File: config.mk
export PLATFORM = sky130hd
export DESIGN_NAME = fifo_rd_fwft
export DESIGN_NICKNAME = d
export VERILOG_FILES = /design/src/rtl/fifo_pkg.sv /design/src/rtl/fifo_skid_buf.sv /design/src/rtl/fifo_rd_fwft.sv
export SDC_FILE = /design/constraint.sdc
export NUM_CORES = 1
export LEC_CHECK = 0
export BUFFER_PORTS_ARGS = -buffer_cell sky130_fd_sc_hd__buf_2
export CAP_MARGIN = 20
export CORE_ASPECT_RATIO = 0.9
export CORE_MARGIN = 8
export CORE_UTILIZATION = 50
export DETAILED_ROUTE_END_ITERATION = 6
export GPL_TIMING_DRIVEN = 0
export PLACE_DENSITY = 0.78
export SYNTH_ARGS = -nofsm -noshare
export SYNTH_HDL_FRONTEND = slang
export SYNTH_HIERARCHICAL = 1
export SYNTH_SLANG_ARGS = --single-unit
File: constraint.sdc
create_clock -name rclk -period 3.49 [get_ports rclk]
set_input_delay 0.349 -clock rclk [delete_from_list [all_inputs] [get_ports rclk]]
set_output_delay 0.349 -clock rclk [all_outputs]
set_load 0.02 [all_outputs]
File: src/rtl/fifo_pkg.sv
// Shared parameters and sizing helpers for the async FIFO read side.
package fifo_pkg;

  localparam int unsigned FIFO_DATA_WIDTH = 8;
  localparam int unsigned MEM_RD_LAT_MIN  = 1;
  localparam int unsigned MEM_RD_LAT_MAX  = 2;

  // The skid buffer covers every read still in the RAM pipeline plus the word on the output.
  function automatic int unsigned skid_depth(input int unsigned rd_lat);
    return rd_lat + 1;
  endfunction

  // Bits needed to count 0..depth entries.
  function automatic int unsigned level_width(input int unsigned depth);
    return $clog2(depth + 1);
  endfunction

endpackage

File: src/rtl/fifo_skid_buf.sv
// Small circular buffer with push/pop and an occupancy count.
// The output word is read straight from storage, so it is fully registered.
module fifo_skid_buf
  import fifo_pkg::*;
#(
  parameter int unsigned DATA_WIDTH = FIFO_DATA_WIDTH,
  parameter int unsigned DEPTH      = 2,
  parameter int unsigned LVL_W      = level_width(DEPTH)
) (
  input  logic                  clk,
  input  logic                  rst_n,
  input  logic                  i_push,
  input  logic [DATA_WIDTH-1:0] i_wdata,
  input  logic                  i_pop,
  output logic [DATA_WIDTH-1:0] o_rdata,
  output logic [LVL_W-1:0]      o_level
);

  localparam int unsigned PTR_W = (DEPTH > 1) ? $clog2(DEPTH) : 1;

  logic [DATA_WIDTH-1:0] r_mem [DEPTH];
  logic [PTR_W-1:0]      r_wr_ptr;
  logic [PTR_W-1:0]      r_rd_ptr;
  logic [LVL_W-1:0]      r_level;

  function automatic logic [PTR_W-1:0] ptr_inc(input logic [PTR_W-1:0] p);
    return (p == PTR_W'(DEPTH - 1)) ? '0 : p + PTR_W'(1);
  endfunction

  // Storage: write at the write pointer; cleared on reset so the output reads zero.
  always_ff @(posedge clk or negedge rst_n) begin
    if (!rst_n) begin
      for (int unsigned i = 0; i < DEPTH; i++) r_mem[i] <= '0;
    end else if (i_push) begin
      r_mem[r_wr_ptr] <= i_wdata;
    end
  end

  // Pointers wrap modulo DEPTH; level tracks push minus pop.
  always_ff @(posedge clk or negedge rst_n) begin
    if (!rst_n) begin
      r_wr_ptr <= '0;
      r_rd_ptr <= '0;
      r_level  <= '0;
    end else begin
      if (i_push) r_wr_ptr <= ptr_inc(r_wr_ptr);
      if (i_pop)  r_rd_ptr <= ptr_inc(r_rd_ptr);
      case ({i_push, i_pop})
        2'b10:   r_level <= r_level + LVL_W'(1);
        2'b01:   r_level <= r_level - LVL_W'(1);
        default: ;
      endcase
    end
  end

  assign o_rdata = r_mem[r_rd_ptr];
  assign o_level = r_level;

  // A push into a full buffer means the issue logic overran its slot budget.
  a_no_overflow: assert property (@(posedge clk) disable iff (!rst_n)
    !(i_push && (r_level == LVL_W'(DEPTH))));

  a_no_underflow: assert property (@(posedge clk) disable iff (!rst_n)
    !(i_pop && (r_level == '0)));

endmodule

File: src/rtl/fifo_rd_fwft.sv
// Read-side FWFT output stage of the async FIFO (rclk domain).
// Issues reads to the pointer handler/RAM, tracks reads in flight through the
// RAM pipeline, and lands returned words in a skid buffer that feeds a
// valid/ready stream at one word per cycle.
module fifo_rd_fwft
  import fifo_pkg::*;
#(
  parameter int unsigned DATA_WIDTH = FIFO_DATA_WIDTH,
  parameter int unsigned MEM_RD_LAT = 1
) (
  input  logic                  rclk,
  input  logic                  rrst_n,
  input  logic                  empty,
  input  logic [DATA_WIDTH-1:0] mem_rdata,
  output logic                  r_en,
  output logic                  m_valid,
  output logic [DATA_WIDTH-1:0] m_data,
  input  logic                  m_ready,
  output logic [1:0]            buf_level
);

  localparam int unsigned BUF_DEPTH = skid_depth(MEM_RD_LAT);
  localparam int unsigned LVL_W     = level_width(BUF_DEPTH);
  localparam int unsigned OCC_W     = LVL_W + 1;

  logic                  r_run;
  logic [MEM_RD_LAT-1:0] r_inflight;
  logic                  w_rd_acc;
  logic                  w_push;
  logic                  w_pop;
  logic [LVL_W-1:0]      w_level;
  logic [OCC_W-1:0]      w_occ;

  assign w_rd_acc  = r_en & ~empty;
  assign w_push    = r_inflight[MEM_RD_LAT-1];
  assign m_valid   = (w_level != '0);
  assign w_pop     = m_valid & m_ready;
  assign buf_level = 2'(w_level);

  // Hold off reads until the first rclk edge after reset release.
  always_ff @(posedge rclk or negedge rrst_n) begin
    if (!rrst_n) r_run <= 1'b0;
    else         r_run <= 1'b1;
  end

  // Issue a read only when the word it fetches is guaranteed a buffer slot on arrival.
  always_comb begin
    w_occ = OCC_W'(w_level) + OCC_W'($countones(r_inflight)) - OCC_W'(w_pop);
    r_en  = r_run & ~empty & (w_occ < OCC_W'(BUF_DEPTH));
  end

  // Each accepted read rides this shift register until its data is valid on mem_rdata.
  always_ff @(posedge rclk or negedge rrst_n) begin
    if (!rrst_n) begin
      r_inflight <= '0;
    end else begin
      r_inflight[0] <= w_rd_acc;
      for (int unsigned i = 1; i < MEM_RD_LAT; i++) r_inflight[i] <= r_inflight[i-1];
    end
  end

  fifo_skid_buf #(
    .DATA_WIDTH (DATA_WIDTH),
    .DEPTH      (BUF_DEPTH),
    .LVL_W      (LVL_W)
  ) u_skid_buf (
    .clk     (rclk),
    .rst_n   (rrst_n),
    .i_push  (w_push),
    .i_wdata (mem_rdata),
    .i_pop   (w_pop),
    .o_rdata (m_data),
    .o_level (w_level)
  );

  a_lat_legal: assert property (@(posedge rclk)
    (MEM_RD_LAT >= MEM_RD_LAT_MIN) && (MEM_RD_LAT <= MEM_RD_LAT_MAX));

endmodule

==> flow_metrics.env <==
export IMPL_area_delta_synth_final_pct=21.01
export IMPL_postSynthCellCount=68
export IMPL_diodes=0
export IMPL_cp_top_family="simple AND/OR/NAND/NOR gates"
export IMPL_synth_commonest_cells="24 x sky130_fd_sc_hd__mux2_2, 22 x sky130_fd_sc_hd__dfrtp_1, 4 x sky130_fd_sc_hd__xor2_1"
export IMPL_cellLeakagePower_nw=0.5616
export IMPL_timing_critical_path_buf_inv=1
export IMPL_io_pins=24
export IMPL_min_period_over_period=0.8429
export IMPL_timing_critical_path_slowest_cell_delay_ps=480
export IMPL_cts_tree="built"
export IMPL_critPathSlowestCell="sky130_fd_sc_hd__dfrtp_1"
export IMPL_first_global_vias=647
export IMPL_drc_errors=0
export IMPL_path_cells="or2_4 -> and2_4 -> ha_1 -> or2b_1 -> fa_1 -> xor2_1 -> nor3_1 -> buf_2"
export IMPL_route_detailed_vias_per_inst=4.810
export IMPL_hpwl_after_dpl_um=1242
export IMPL_vias=582
export IMPL_syn_nets=83
export IMPL_number_of_hold_violations_in_the_final_report=0
export IMPL_die_width_um=63.02
export IMPL_routedWlPerCell_um=13.87
export IMPL_worst_ir_drop_vdd_uv=585.3
export IMPL_number_of_antenna_violations_at_the_first_check_in_global_routing=0
export IMPL_end_kind="primary output"
export IMPL_num_nets_final=112
export IMPL_ant_nets=0
export IMPL_syn_cell_area_um2=994.7
export IMPL_rsz0062_at_grt="no"
export IMPL_final_estimated_routing_congestion_in_global_placement=0.6799
export IMPL_dr_pass1_iters=3
export IMPL_first_pass_grt_wire_length_um=2980
export IMPL_fin_tns_setup_ps=0
export IMPL_drt_initial_drc_count=8
export IMPL_postSynth_topFlopCell="sky130_fd_sc_hd__dfrtp_1"
export IMPL_post_cts_setup_buffer_count=0
export IMPL_clkLatencyLatePin_ps=300
export IMPL_clkSlewWorstSetupHoldPaths_ps=120
export IMPL_fraction_of_layout_cells_with_a_size_suffix_above_1=0.5938
export IMPL_maxClockFrequency_mhz=339.9
export IMPL_design_die_area_um2=3675
export IMPL_synth_yosys_seq_area_share=0.5535
export IMPL_crit_type="reg -> out"
export IMPL_startpoint_type="flip-flop"
export IMPL_async_flop_share=1.000
export IMPL_timing_final_max_slew_violations=0
export IMPL_post_synth_main_area_contributors="sky130_fd_sc_hd__dfrtp_1 55%, sky130_fd_sc_hd__mux2_2 27%, sky130_fd_sc_hd__xor2_1 3.5%"
export IMPL_crit_fanout=5
export IMPL_finalHoldWorstSlack_ps=196.9
export IMPL_cellPowerDensity_nw_per_um2=1035
export IMPL_setup_viol_count_final=0
export IMPL_yosysTopAreaCell="sky130_fd_sc_hd__dfrtp_1"
export IMPL_cts_max_level=1
export IMPL_cp_data_arrival_time_ps=2590
export IMPL_clock_sinks=22
export IMPL_effective_utilization_at_floorplan=0.5248
export IMPL_yosys_cell_types_count=18
export IMPL_synthesis_yosys_warnings=6
export IMPL_grt_overflow_total=0
export IMPL_result_of_the_run="complete, no violations"
export IMPL_dieHeight_um=58.32
export IMPL_syn_area_per_cell_um2=14.63
export IMPL_cap_violations=0
export IMPL_cts_root_buffer_cell="sky130_fd_sc_hd__clkbuf_4"
export IMPL_core_area_um2=1896
export IMPL_timing_hold_worst_class="in -> reg"
export IMPL_clock_tree_buffer_depth=2
export IMPL_numCtsBuffers=3
export IMPL_finalClockSkew_ps=6.549
export IMPL_synth_edf_count=0
export IMPL_drt_total_wl_um=1678
export IMPL_final_min_clock_period_ps=2942
export IMPL_yosys_register_bits=22
export IMPL_portBuffers=23
export IMPL_synthDominantCellAreaShare=0.5535
export IMPL_required_ps=3140
export IMPL_synthMostInstantiatedCell="sky130_fd_sc_hd__mux2_2"
export IMPL_grt_start_max_net_pins=23
export IMPL_grt_usage=0.1014
export IMPL_row_cnt=15
state kept, by name (all words and copies together) (netlist names):
register / count
r_inflight: 1
r_run: 1
u_skid_buf/r_wr_ptr: 1
u_skid_buf/r_mem: 16
u_skid_buf/o_level: 2
u_skid_buf/r_rd_ptr: 1
cells in the final DEF, fill, tap and decap left out, types with 2 or more instances in the layout:
cell and n:
sky130_fd_sc_hd__dfrtp_1 22, sky130_fd_sc_hd__nor3_1 2, sky130_fd_sc_hd__mux2_2 24, sky130_fd_sc_hd__clkbuf_4 3, sky130_fd_sc_hd__ha_1 2, sky130_fd_sc_hd__xor2_1 4, sky130_fd_sc_hd__xnor2_1 2, sky130_fd_sc_hd__buf_2 24
path summary, 6_finish.rpt:
kind | start | to | slack (ps) | cells after the start
setup reg to reg | u_skid_buf/o_level[1] | r_inflight | 1320 | 7
max in group asynchronous | rrst_n | u_skid_buf/o_level[1] | 2650 | 2
hold / removal | empty | r_inflight | 200 | 2
hold reg to reg | u_skid_buf/r_mem[3] | u_skid_buf/r_mem[3] | 520 | 1
min in group asynchronous | rrst_n | r_inflight | 520 | 2
setup / recovery | u_skid_buf/o_level[1] | r_en | 550 | 8
through the flow:
stage | setup slack, ps | total power (W) | utilization | instance area, µm² | std cells
final | 548.1 | 0.001245 | 0.6350 | 1204 | 121
after global routing | 394.5 | 0.001340 | 0.6350 | 1204 | 121
after CTS | 526.4 | 0.001265 | 0.6350 | 1204 | 121
after detailed placement | 878.0 | 0.001069 | 0.6020 | 1141 | 116
after global placement | 921.6 | 0.001044 | 0.6020 | 1141 | 116
after floorplan | 647.5 | 0.0009103 | - | 994.7 | 68
cell families after synthesis:
| kind of cell | Yosys count | share of synthesized area |
|---|---|---|
| other cells | 1 | 0.003770 |
| xor+xnor | 6 | 0.05283 |
| mux | 24 | 0.2717 |
| fa+ha+maj | 3 | 0.04528 |
| flops | 22 | 0.5535 |
| simple gates | 9 | 0.06038 |
| buf+inv | 3 | 0.01257 |
power breakdown:
part           internal (W)  leakage, nW  switching [W]
registers          0.000378        0.263      0.0000815
clock network      0.000116       0.0279      0.0000734
logic              0.000297        0.270       0.000299
total              0.000792        0.562       0.000453
layer usage:
layer | share of wire | global-route usage
met5 | 0 | 0
met4 | 0 | 0.01948
met3 | 0.080 | 0.05492
met2 | 0.47 | 0.1650
met1 | 0.45 | 0.1164
layout make-up:
| type | count | area, µm² |
|---|---|---|
| fillers | 152 | 691.9 |
| flip-flops and latches | 22 | 550.5 |
| clock buffers | 3 | 22.52 |
| inverters | 2 | 7.507 |
| clock inverters | 1 | 30.03 |
| plain buffers | 1 | 5.005 |
| repair buffers | 24 | 125.1 |
| multi-input cells | 43 | 431.7 |
| well taps | 25 | 31.28 |
timing repair:
action | CTS | global route
hold buffers | 1 | 0
resized for setup | 0 | 0
endpoints found under the setup margin | 0 | 0
endpoints found under the hold margin | 22 | 0
worst reg2reg max path: stages (launching register included):
cell                      delay [ps]
sky130_fd_sc_hd__dfrtp_1         480
sky130_fd_sc_hd__or2_4           260
sky130_fd_sc_hd__and2_4          170
sky130_fd_sc_hd__ha_1            260
sky130_fd_sc_hd__or2b_1          230
sky130_fd_sc_hd__fa_1            370
sky130_fd_sc_hd__xor2_1          160
sky130_fd_sc_hd__nor3_1          170
Power figures use the tool's default switching activity.
